File: src/rtl/tick_pwm.sv
// rtl/tick_pwm.sv - tick-driven PWM generator with shadowed period/duty
//
// Purpose: advances a period counter once per enable tick from the divider,
//   and drives a glitch-free PWM output. Period and duty are loaded into
//   shadow registers and only take effect at a period boundary or at start.
// Optional: define TICK_PWM_SYNC_EN to pass tick through a 2-flop
//   synchronizer with rising-edge detect (one count per tick rise).
// Ports:
//   clk       system clock, posedge
//   rst_b     asynchronous active-low reset
//   tick      count enable from divider
//   en        run enable (level)
//   ld        load strobe for period_in/duty_in into shadow registers
//   period_in period length in ticks
//   duty_in   high time in ticks
//   pwm       registered PWM output
//   cyc_done  one-clk pulse on the tick that wraps the counter
//   busy      high while running
module tick_pwm #(
  parameter int W = 4
) (
  input  logic         clk,
  input  logic         rst_b,
  input  logic         tick,
  input  logic         en,
  input  logic         ld,
  input  logic [W-1:0] period_in,
  input  logic [W-1:0] duty_in,
  output logic         pwm,
  output logic         cyc_done,
  output logic         busy
);

  typedef enum logic {IDLE, RUN} state_t;

  state_t       state, nxt_state;
  logic [W-1:0] cnt, nxt_cnt;
  logic [W-1:0] shd_per, shd_duty;
  logic [W-1:0] act_per, act_duty, nxt_per, nxt_duty;
  logic         nxt_done;
  logic         t_use;

`ifdef TICK_PWM_SYNC_EN
  // sync[0..1] is the synchronizer, sync[2] the edge-detect history.
  logic [2:0] sync;

  always_ff @(posedge clk or negedge rst_b) begin
    if (!rst_b) sync <= '0;
    else        sync <= {sync[1:0], tick};
  end

  assign t_use = sync[1] & ~sync[2];
`else
  assign t_use = tick;
`endif

  always_comb begin
    nxt_state = state;
    nxt_cnt   = cnt;
    nxt_per   = act_per;
    nxt_duty  = act_duty;
    nxt_done  = 1'b0;
    case (state)
      IDLE: begin
        nxt_cnt = '0;
        if (en) begin
          // Old shadow values are taken even if ld fires on this same edge.
          nxt_state = RUN;
          nxt_per   = shd_per;
          nxt_duty  = shd_duty;
        end
      end
      RUN: begin
        if (!en) begin
          nxt_state = IDLE;
          nxt_cnt   = '0;
        end else if (t_use) begin
          if (act_per == '0) begin
            // Parked: keep polling the shadow so a later nonzero load starts it.
            nxt_cnt  = '0;
            nxt_per  = shd_per;
            nxt_duty = shd_duty;
          end else if (cnt == act_per - 1'b1) begin
            nxt_cnt  = '0;
            nxt_done = 1'b1;
            nxt_per  = shd_per;
            nxt_duty = shd_duty;
          end else begin
            nxt_cnt = cnt + 1'b1;
          end
        end
      end
      default: nxt_state = IDLE;
    endcase
  end

  always_ff @(posedge clk or negedge rst_b) begin
    if (!rst_b) begin
      state    <= IDLE;
      cnt      <= '0;
      shd_per  <= '0;
      shd_duty <= '0;
      act_per  <= '0;
      act_duty <= '0;
      pwm      <= 1'b0;
      cyc_done <= 1'b0;
      busy     <= 1'b0;
    end else begin
      state    <= nxt_state;
      cnt      <= nxt_cnt;
      act_per  <= nxt_per;
      act_duty <= nxt_duty;
      cyc_done <= nxt_done;
      busy     <= (nxt_state == RUN);
      // Built from next-state values so pwm has no lag relative to cnt.
      pwm      <= (nxt_state == RUN) && (nxt_per != '0) && (nxt_cnt < nxt_duty);
      if (ld) begin
        shd_per  <= period_in;
        shd_duty <= duty_in;
      end
    end
  end

endmodule
File: config.mk
export PLATFORM = sky130hd
export DESIGN_NAME = tick_pwm
export DESIGN_NICKNAME = d
export VERILOG_FILES = /design/src/rtl/tick_pwm.sv
export SDC_FILE = /design/constraint.sdc
export NUM_CORES = 1
export LEC_CHECK = 0
export ABC_AREA = 1
export ABC_CLOCK_PERIOD_IN_PS = 3900
export BUFFER_PORTS_ARGS = -buffer_cell sky130_fd_sc_hd__buf_4
export CAP_MARGIN = 20
export CORE_MARGIN = 3
export CORE_UTILIZATION = 56
export DETAILED_ROUTE_END_ITERATION = 8
export PLACE_DENSITY = 0.77
export SYNTH_ARGS = -nofsm -noshare
export SYNTH_HDL_FRONTEND = slang
export SYNTH_SLANG_ARGS = --single-unit
export TNS_END_PERCENT = 10
File: constraint.sdc
create_clock -name clk -period 3.9 [get_ports clk]
set_clock_uncertainty 0.1 [all_clocks]
set_input_delay 0.78 -clock clk [delete_from_list [all_inputs] [get_ports clk]]
set_output_delay 0.78 -clock clk [all_outputs]
set_load 0.005 [all_outputs]
-- Word level (Yosys, flattened, before mapping)
Cells that the tools add are included.
- add/sub/neg operators: 2
- $mul: 0
- divide/modulo/power cells: 0
- order comparisons: 1
- equal/unequal tests: 1
- shift operators: 0
- muxes and demuxes: 23
- bitwise operators: 1
- reductions and logical operators: 4
- operators by type and width (kind ; count):
    $mux 4 ; 14
    $pmux 4 s2 ; 3
    $mux 1 ; 6
    $add 4x1->4 const B ; 1
    $eq 4x4->1 ; 1
    $logic_not 4->1 ; 1
    $lt 4x4->1 ; 1
    $reduce_bool 4->1 ; 1
    $sub 4x1->4 const B ; 1
    $logic_and 1x1->1 ; 2
    $not 1->1 ; 1
- register bits: 23
- bits in latches: 0
- memory bits (writable): 0
- ROM bits: 0
- input bits: 13
- output and inout port bits: 3
- word-level logic and storage cells: 40
- memories kept: 0

-- Logic depth before layout (Yosys ltp)
Gate-level depths: netlist (run 1).
- word-level depth: 10
- mapped depth: 19
- gate-level depth less buffers: 19

-- Least setup slack after synthesis (run 1)
OpenSTA, ideal clock, no wires.
- path kind: input to register
- start: input tick
- end: register pwm
- library setup time: 71 ps
- arrival time: 2199 ps
- required time: 3729 ps
- slack: 1530 ps
- cell stages on the path: 13
- buffers on the path: 0
- path through: nand2_1 -> nor2_1 -> nand2_1 -> nor2_2 -> nand2_2 -> nand2_4 -> nand2_4 -> o211ai_1 -> nand2_1 -> ha_1 -> a211oi_1 -> nand2_1 -> nor2_1
- longest elaborated chain between the ends: 6
- elaborated cells on any way between the ends: 13
- those cells by class: order compare (1); mux (9); reduce/logical (3)
- RTL lines (what ; line ; RTL):
    start, declared ; 24 ; input logic tick,
    branches (longest 5 deep; another with $lt 4x4->1) ; n/a ;
    $logic_and 1x1->1 (*) ; 116 ; pwm <= (nxt_state == RUN) && (nxt_per != '0) && (nxt_cnt < nxt_duty);
    end signal, assigned ; 116 ;
    end, declared ; 29 ; output logic pwm,
Every way passes the cells marked *.
A chain may end at the register's enable or synchronous reset.

-- Final worst setup path (run 1)
- start: register act_per[1]
- end: register pwm
- elaborated cells on any way between the ends: 23
- those cells by class: add/sub (1); order compare (1); eq/ne (1); mux (16); reduce/logical (4)
- RTL lines (what ; line ; RTL):
    start, declared ; 39 ; logic [W-1:0] act_per, act_duty, nxt_per, nxt_duty;
    start signal, assigned ; 111 ; act_per <= nxt_per;
    $sub 4x1->4 ; 83 ; end else if (cnt == act_per - 1'b1) begin
    $eq 4x4->1 ; 83 ;
    $mux 4 ; 83 ;
    $mux 4 (*) ; 78 ; if (act_per == '0) begin
    $mux 4 (*) ; 77 ; end else if (t_use) begin
    $mux 4 (*) ; 74 ; if (!en) begin
    $pmux 4 s2 (*) ; 63 ; case (state)
    named net nxt_duty[2] ; 39 ;
    $lt 4x4->1 (*) ; 116 ;
    $logic_and 1x1->1 (*) ; 116 ;
Mark *: on every way through the listed nets, which the timed path passes. The rest lies on a longest branch.

==> results of run 1 <==
## logic make-up after synthesis
kind of cell    count (synthesis)  synth area share (%)
xor+xnor                        2                  1.30
flops                          23                  42.7
buf+inv                        33                  9.28
compound gates                 27                  12.4
mux                             1                 0.835
fa+ha+maj                       6                  5.57
simple gates                   84                  27.9
## synth_stat cells
| master | n |
|---|---|
| nor2_2 | 1 |
| a21oi_1 | 5 |
| dfrtp_1 | 23 |
| xor2_1 | 2 |
| nor2_1 | 16 |
| o21ai_1 | 2 |
| mux2_2 | 1 |
| a32oi_2 | 2 |
| buf_2 | 1 |
| nand2_4 | 2 |
| o211ai_1 | 2 |
| nand2_2 | 6 |
| nand3_2 | 2 |
| inv_2 | 4 |
| o21ai_0 | 14 |
| and2_1 | 1 |
| ha_1 | 6 |
| nor3_1 | 1 |
| a211oi_1 | 2 |
| clkbuf_1 | 2 |
| nand2_1 | 45 |
| nand3_1 | 10 |
| inv_1 | 26 |
## worst max-delay path, cell delays in order, from the launching register on
cell	delay [ns]
dfrtp_1	0.38
inv_1	0.17
ha_1	0.28
inv_1	0.06
nand2_1	0.04
nand2_1	0.06
nand2_1	0.06
nor2_2	0.11
nand2_2	0.08
nand2_4	0.11
nand2_4	0.10
o21ai_1	0.14
inv_1	0.06
a32oi_2	0.19
inv_1	0.08
ha_1	0.20
a211oi_1	0.19
nand2_1	0.08
nor2_1	0.10
## through the flow
step	hold slack, ns	cell area (µm²)	utilization [%]	total power [mW]	cells
finish	0.236	1510	67.0	0.529	220
global route	0.240	1510	67.0	0.564	220
CTS	0.243	1510	67.0	0.533	220
detailed placement	0.427	1480	65.8	0.426	216
global placement	0.410	1480	65.8	0.420	216
floorplan	0.381	1350	-	0.381	176
## routing by layer
metal	vias to the layer above	wire length, µm	share of wire (%)
met5	-	0	0
met4	0	34	1.2
met3	8	82	3.0
met2	27	1460	53
met1	585	1190	43
li1	587	-	-
## cell type report
class / instances / share of cell area [%]
Multi-Input combinational cell: 120 / 42.9
Inverter: 30 / 7.46
Clock buffer: 4 / 1.74
Sequential cell: 23 / 38.1
Tap cell: 28 / 2.32
Timing Repair Buffer: 15 / 7.46
## final timing paths
path / end / slack (ns)
setup / recovery: pwm / 1.24
hold / removal: act_per[2] / 0.24
setup reg to reg: pwm / 1.24
hold reg to reg: shd_per[0] / 0.45
max in group asynchronous: pwm / 3.23
min in group clk: shd_per[0] / 0.45
## where the power goes
group	internal [mW]	switching, mW	leakage [nW]
Sequential	0.262	0.0167	0.283
Combinational	0.0548	0.0874	0.522
Clock	0.0399	0.0681	0.0150
Total	0.357	0.172	0.819
## sequential cells by signal, summed over array words and instances, names as in the netlist
register	count
act_duty	4
act_per	4
cnt	4
cyc_done	1
pwm	1
shd_duty	4
shd_per	4
state	1
==> impl_metrics.tcl, run 1 <==
set metrics [dict create \
    status "finished clean" \
    final_cell_mix "nand2_1, inv_1, dfrtp_1, nor2_1, buf_4" \
    nets 212 \
    io_buffer_count 15 \
    place_congestion 0.859 \
    antenna_found_initial 0 \
    setup-tns-final_ns 0 \
    grt_busiest_layer "met2" \
    fillers 195 \
    rr_startpoint "act_per[1]" \
    ys_seq_area_share_pct 42.7 \
    cts_resized 0 \
    overflow 0 \
    hold_viol_final 0 \
    ctsHoldBuffers 0 \
    finalCritPeriodShare_pct 68.1 \
    cts_root_buffer "clkbuf_4" \
    synth_area_um2 1350 \
    final_common_cell "nand2_1" \
    diodes 0 \
    slew_violations 0 \
    synth_cells 176 \
    clk_pin_slew_ns 0.12 \
    fp-row-count 17 \
    start_util_pct 59.8 \
    area_growth_pct 12.0 \
    critical_path_arrival_ns 2.80 \
    h-tree-depth 1 \
    tightest_slew_ns 0.494 \
    die-area_um2 3030 \
    rsz0062_at_grt "no" \
    worstHoldPathType "in -> async" \
    setup_ws_ns 1.24 \
    irDropWorstVdd_mv 0.247 \
    yosysTopAreaCellShare_pct 42.7 \
    crit_fanout 10 \
    die_y_um 55.1 \
    regArea_um2 576 \
    grt_pass1_wl_um 4660 \
    cts.sinks 23 \
    reg2reg_depth 18 \
    detail-route-antenna-nets 0 \
    fmax_mhz 377 \
    cts_max_path_buffers 2 \
    grtUsageTotal_pct 21.3 \
    first_global_vias 1145 \
    multiInputGateArea_um2 648 \
    drive_gt1_share_pct 18.8 \
    gr-usage-met3_pct 3.22 \
    drv_cap 0 \
    ys_warn_count 0 \
    die_x_um 55.1 \
    required_ns 4.04 \
    worstSetupStartpointType "flop" \
    detail_route.wl_per_cell_um 12.6 \
    drc 0 \
    synth_top_cell_by_area "dfrtp_1" \
    cts_setup_buffers 0 \
    power_leakage_nw 0.819 \
    totalWireLength_um 2770 \
    yosys_register_bits 23 \
    viasPerCell 5.49 \
    pin_count 16 \
    cts_tree "yes" \
    critPathLaunch "act_per[1]" \
    grt_max_degree 24 \
    drt_iter0_drc 44 \
    endpoint_kind "flop" \
    drt_first_pass_iters 6 \
    grtUsageMet1_pct 24.1 \
    numCtsBuffers 3 \
    pre_cts_ws_ns 1.18 \
    relSlewSlack_pct 67.1 \
    min_period_ns 2.66 \
    syn-num-nets 195 \
    grt_util_met2_pct 40.9 \
    clock_latency_ns 0.31 \
    synth.area.top_cells "dfrtp_1, nand2_1, inv_1, ha_1, o21ai_0" \
    syn_area_per_cell_um2 7.66 \
    num_vias 1207 \
    critPathKind "reg -> reg" \
    hpwl_um 2140 \
    final-setup-viol-count 0 \
    p_per_area_nw_per_um2 350 \
    core_area_um2 2250 \
    ys_types 23 \
]
Note: power is estimated with default switching activity, not from simulation.
==> run 2: changes to the inputs <==
--- a/config.mk
+++ b/config.mk
@@ -6,7 +6,7 @@
 export NUM_CORES = 1
 export LEC_CHECK = 0
 export ABC_AREA = 1
-export ABC_CLOCK_PERIOD_IN_PS = 3900
+export ABC_CLOCK_PERIOD_IN_PS = 2600
 export BUFFER_PORTS_ARGS = -buffer_cell sky130_fd_sc_hd__buf_4
 export CAP_MARGIN = 20
 export CORE_MARGIN = 3
==> constraint.sdc (replaced) <==
create_clock -name clk -period 2.6 [get_ports clk]
set_clock_uncertainty 0.1 [all_clocks]
set_input_delay 0.52 -clock clk [delete_from_list [all_inputs] [get_ports clk]]
set_output_delay 0.52 -clock clk [all_outputs]
set_load 0.005 [all_outputs]
==> run 2 against run 1 <==
Net effect: worst hold slack better by 0.074 ns; critical endpoint unchanged; critical path type unchanged; global-route usage down 1.3 points; combinational power up 92%; highest routed layer unchanged; sequential share of layout area down 3.5 points.
==> impl_metrics.tcl, run 2 (same netlist as run 1, synthesis figures left out) <==
set metrics [dict create \
    status "finished clean" \
    fin_cells 232 \
    slew_violations 0 \
    overflow 0 \
    drt_iter0_drc 38 \
    worstHoldPathType "in -> reg" \
    grt_util_met2_pct 35.6 \
    cts_max_path_buffers 2 \
    endpoint_kind "flop" \
    fp-row-count 17 \
    place_area_um2 1500 \
    crit_top_cell "nand2_1" \
    totalWireLength_um 3030 \
    critical_path_arrival_ns 2.66 \
    fmax_mhz 393 \
    hpwl_um 2150 \
    drt_first_pass_iters 5 \
    place_congestion 0.828 \
    clk_pin_slew_ns 0.12 \
    num_vias 1238 \
    area_growth_pct 23.4 \
    rsz0062_at_grt "yes" \
    grt_max_degree 24 \
    power_leakage_nw 0.873 \
    pre_cts_ws_ns 0.0303 \
    grtUsageMet1_pct 23.7 \
    cts.sinks 23 \
    antenna_found_initial 0 \
    holdWs_ns 0.309 \
    p_per_area_nw_per_um2 511 \
    first_global_vias 1042 \
    worstSetupStartpointType "flop" \
    nets 224 \
    start_util_pct 59.8 \
    h-tree-depth 1 \
    pin_count 16 \
    die_x_um 55.1 \
    finalCritPeriodShare_pct 97.9 \
    crit_fanout 7 \
    io_buffer_count 15 \
    grt_busiest_layer "met2" \
    die_y_um 55.1 \
    tightest_slew_ns 0.331 \
    final_common_cell "nand2_1" \
    final_cell_mix "nand2_1, buf_4, inv_1, dfrtp_1, nor2_1" \
    diodes 0 \
    drv_cap 0 \
    core_area_um2 2250 \
    irDropWorstVdd_mv 0.359 \
    grtUsageTotal_pct 19.9 \
    critPathKind "reg -> reg" \
    viasPerCell 5.34 \
    finalPower_uw 850 \
    drc 0 \
    final-setup-viol-count 0 \
    relSlewSlack_pct 77.8 \
    crit_slowest_cell "dfrtp_1" \
    cp_slowest_stage_delay_ns 0.43 \
    final_core_util_pct 73.8 \
    hold_viol_final 0 \
    required_ns 2.72 \
    cts_tree "yes" \
    min_period_ns 2.54 \
    placed_cells 218 \
    worstPathCellList "inv_2 > ha_4 > nand2_1 > nand2_1 > nand2_1 > nor2_2 > nand2_2 > nand2_4 > nand2_8 > o21ai_2 > inv_1 > a32oi_2 > inv_1 > ha_1 > nand2_2 > a21oi_2 > nor2_1" \
    setup_ws_ns 0.0553 \
    gr-usage-met3_pct 3.22 \
    setup-tns-final_ns 0 \
    final_area_um2 1660 \
    clock_latency_ns 0.31 \
    cts_root_buffer "clkbuf_4" \
    detail_route.wl_per_cell_um 13.0 \
    drive_gt1_share_pct 29.4 \
    detail-route-antenna-nets 0 \
    numCtsBuffers 3 \
    die-area_um2 3030 \
    grt_pass1_wl_um 4290 \
]
run 2: cell types whose count changed in the layout (fill, tap and decap cells not counted), moves of 2 or more:
cell,before,now
buf_4,15,26
o21ai_2,0,2
inv_2,4,6
ha_4,0,2
o21ai_1,2,0
nand2_1,45,43
inv_1,26,24
ha_1,6,3
nand2_2,6,8
run 2: cell type report:
class,count,area [µm²]
inverter,30,113
multi-input combinational,120,708
tap,28,35.0
clock inverter,1,5.00
sequential,23,576
fill,181,591
clock buffer,3,22.5
timing repair buffer,27,205
run 2: where the power goes:
group | switching, mW | total, mW | internal, mW
clock network | 0.102 | 0.160 | 0.0575
logic | 0.155 | 0.273 | 0.118
registers | 0.0236 | 0.417 | 0.393
run 2: worst paths after layout:
path / from / slack (ns) / to / depth (start not counted)
max in group asynchronous: rst_b / 1.65 / act_per[2] / 2
worst max register to register: act_per[0] / 0.06 / pwm / 17
worst max-delay path: act_per[0] / 0.06 / pwm / 17
min in group asynchronous: rst_b / 0.53 / shd_per[2] / 2
worst min-delay path: period_in[2] / 0.31 / shd_per[2] / 3
worst min register to register: shd_per[0] / 0.45 / shd_per[0] / 1
run 2: what timing repair did:
item | 4_1_cts | 5_1_grt
hold buffers | 1 | 0
gates resized for setup | 0 | 13
endpoints found under the setup margin | 0 | 1
setup buffers | 0 | 9
hold endpoints to repair | 23 | 0
run 2: worst max-delay path: cells and delay by family, from the launching register on:
kind	cells	cell delay (ns)
adders and majority gates	2	0.58
buffers and inverters	3	0.22
AOI/OAI and AO/OA	3	0.47
and+or+nand+nor	9	0.64
DFF	1	0.43
run 2: per-layer routing:
| layer | part of all wire, % | wire length [µm] |
|---|---|---|
| met2 | 53 | 1610 |
| met4 | 1.5 | 44 |
| met1 | 42 | 1270 |
| met5 | 0 | 0 |
| met3 | 3.3 | 99 |
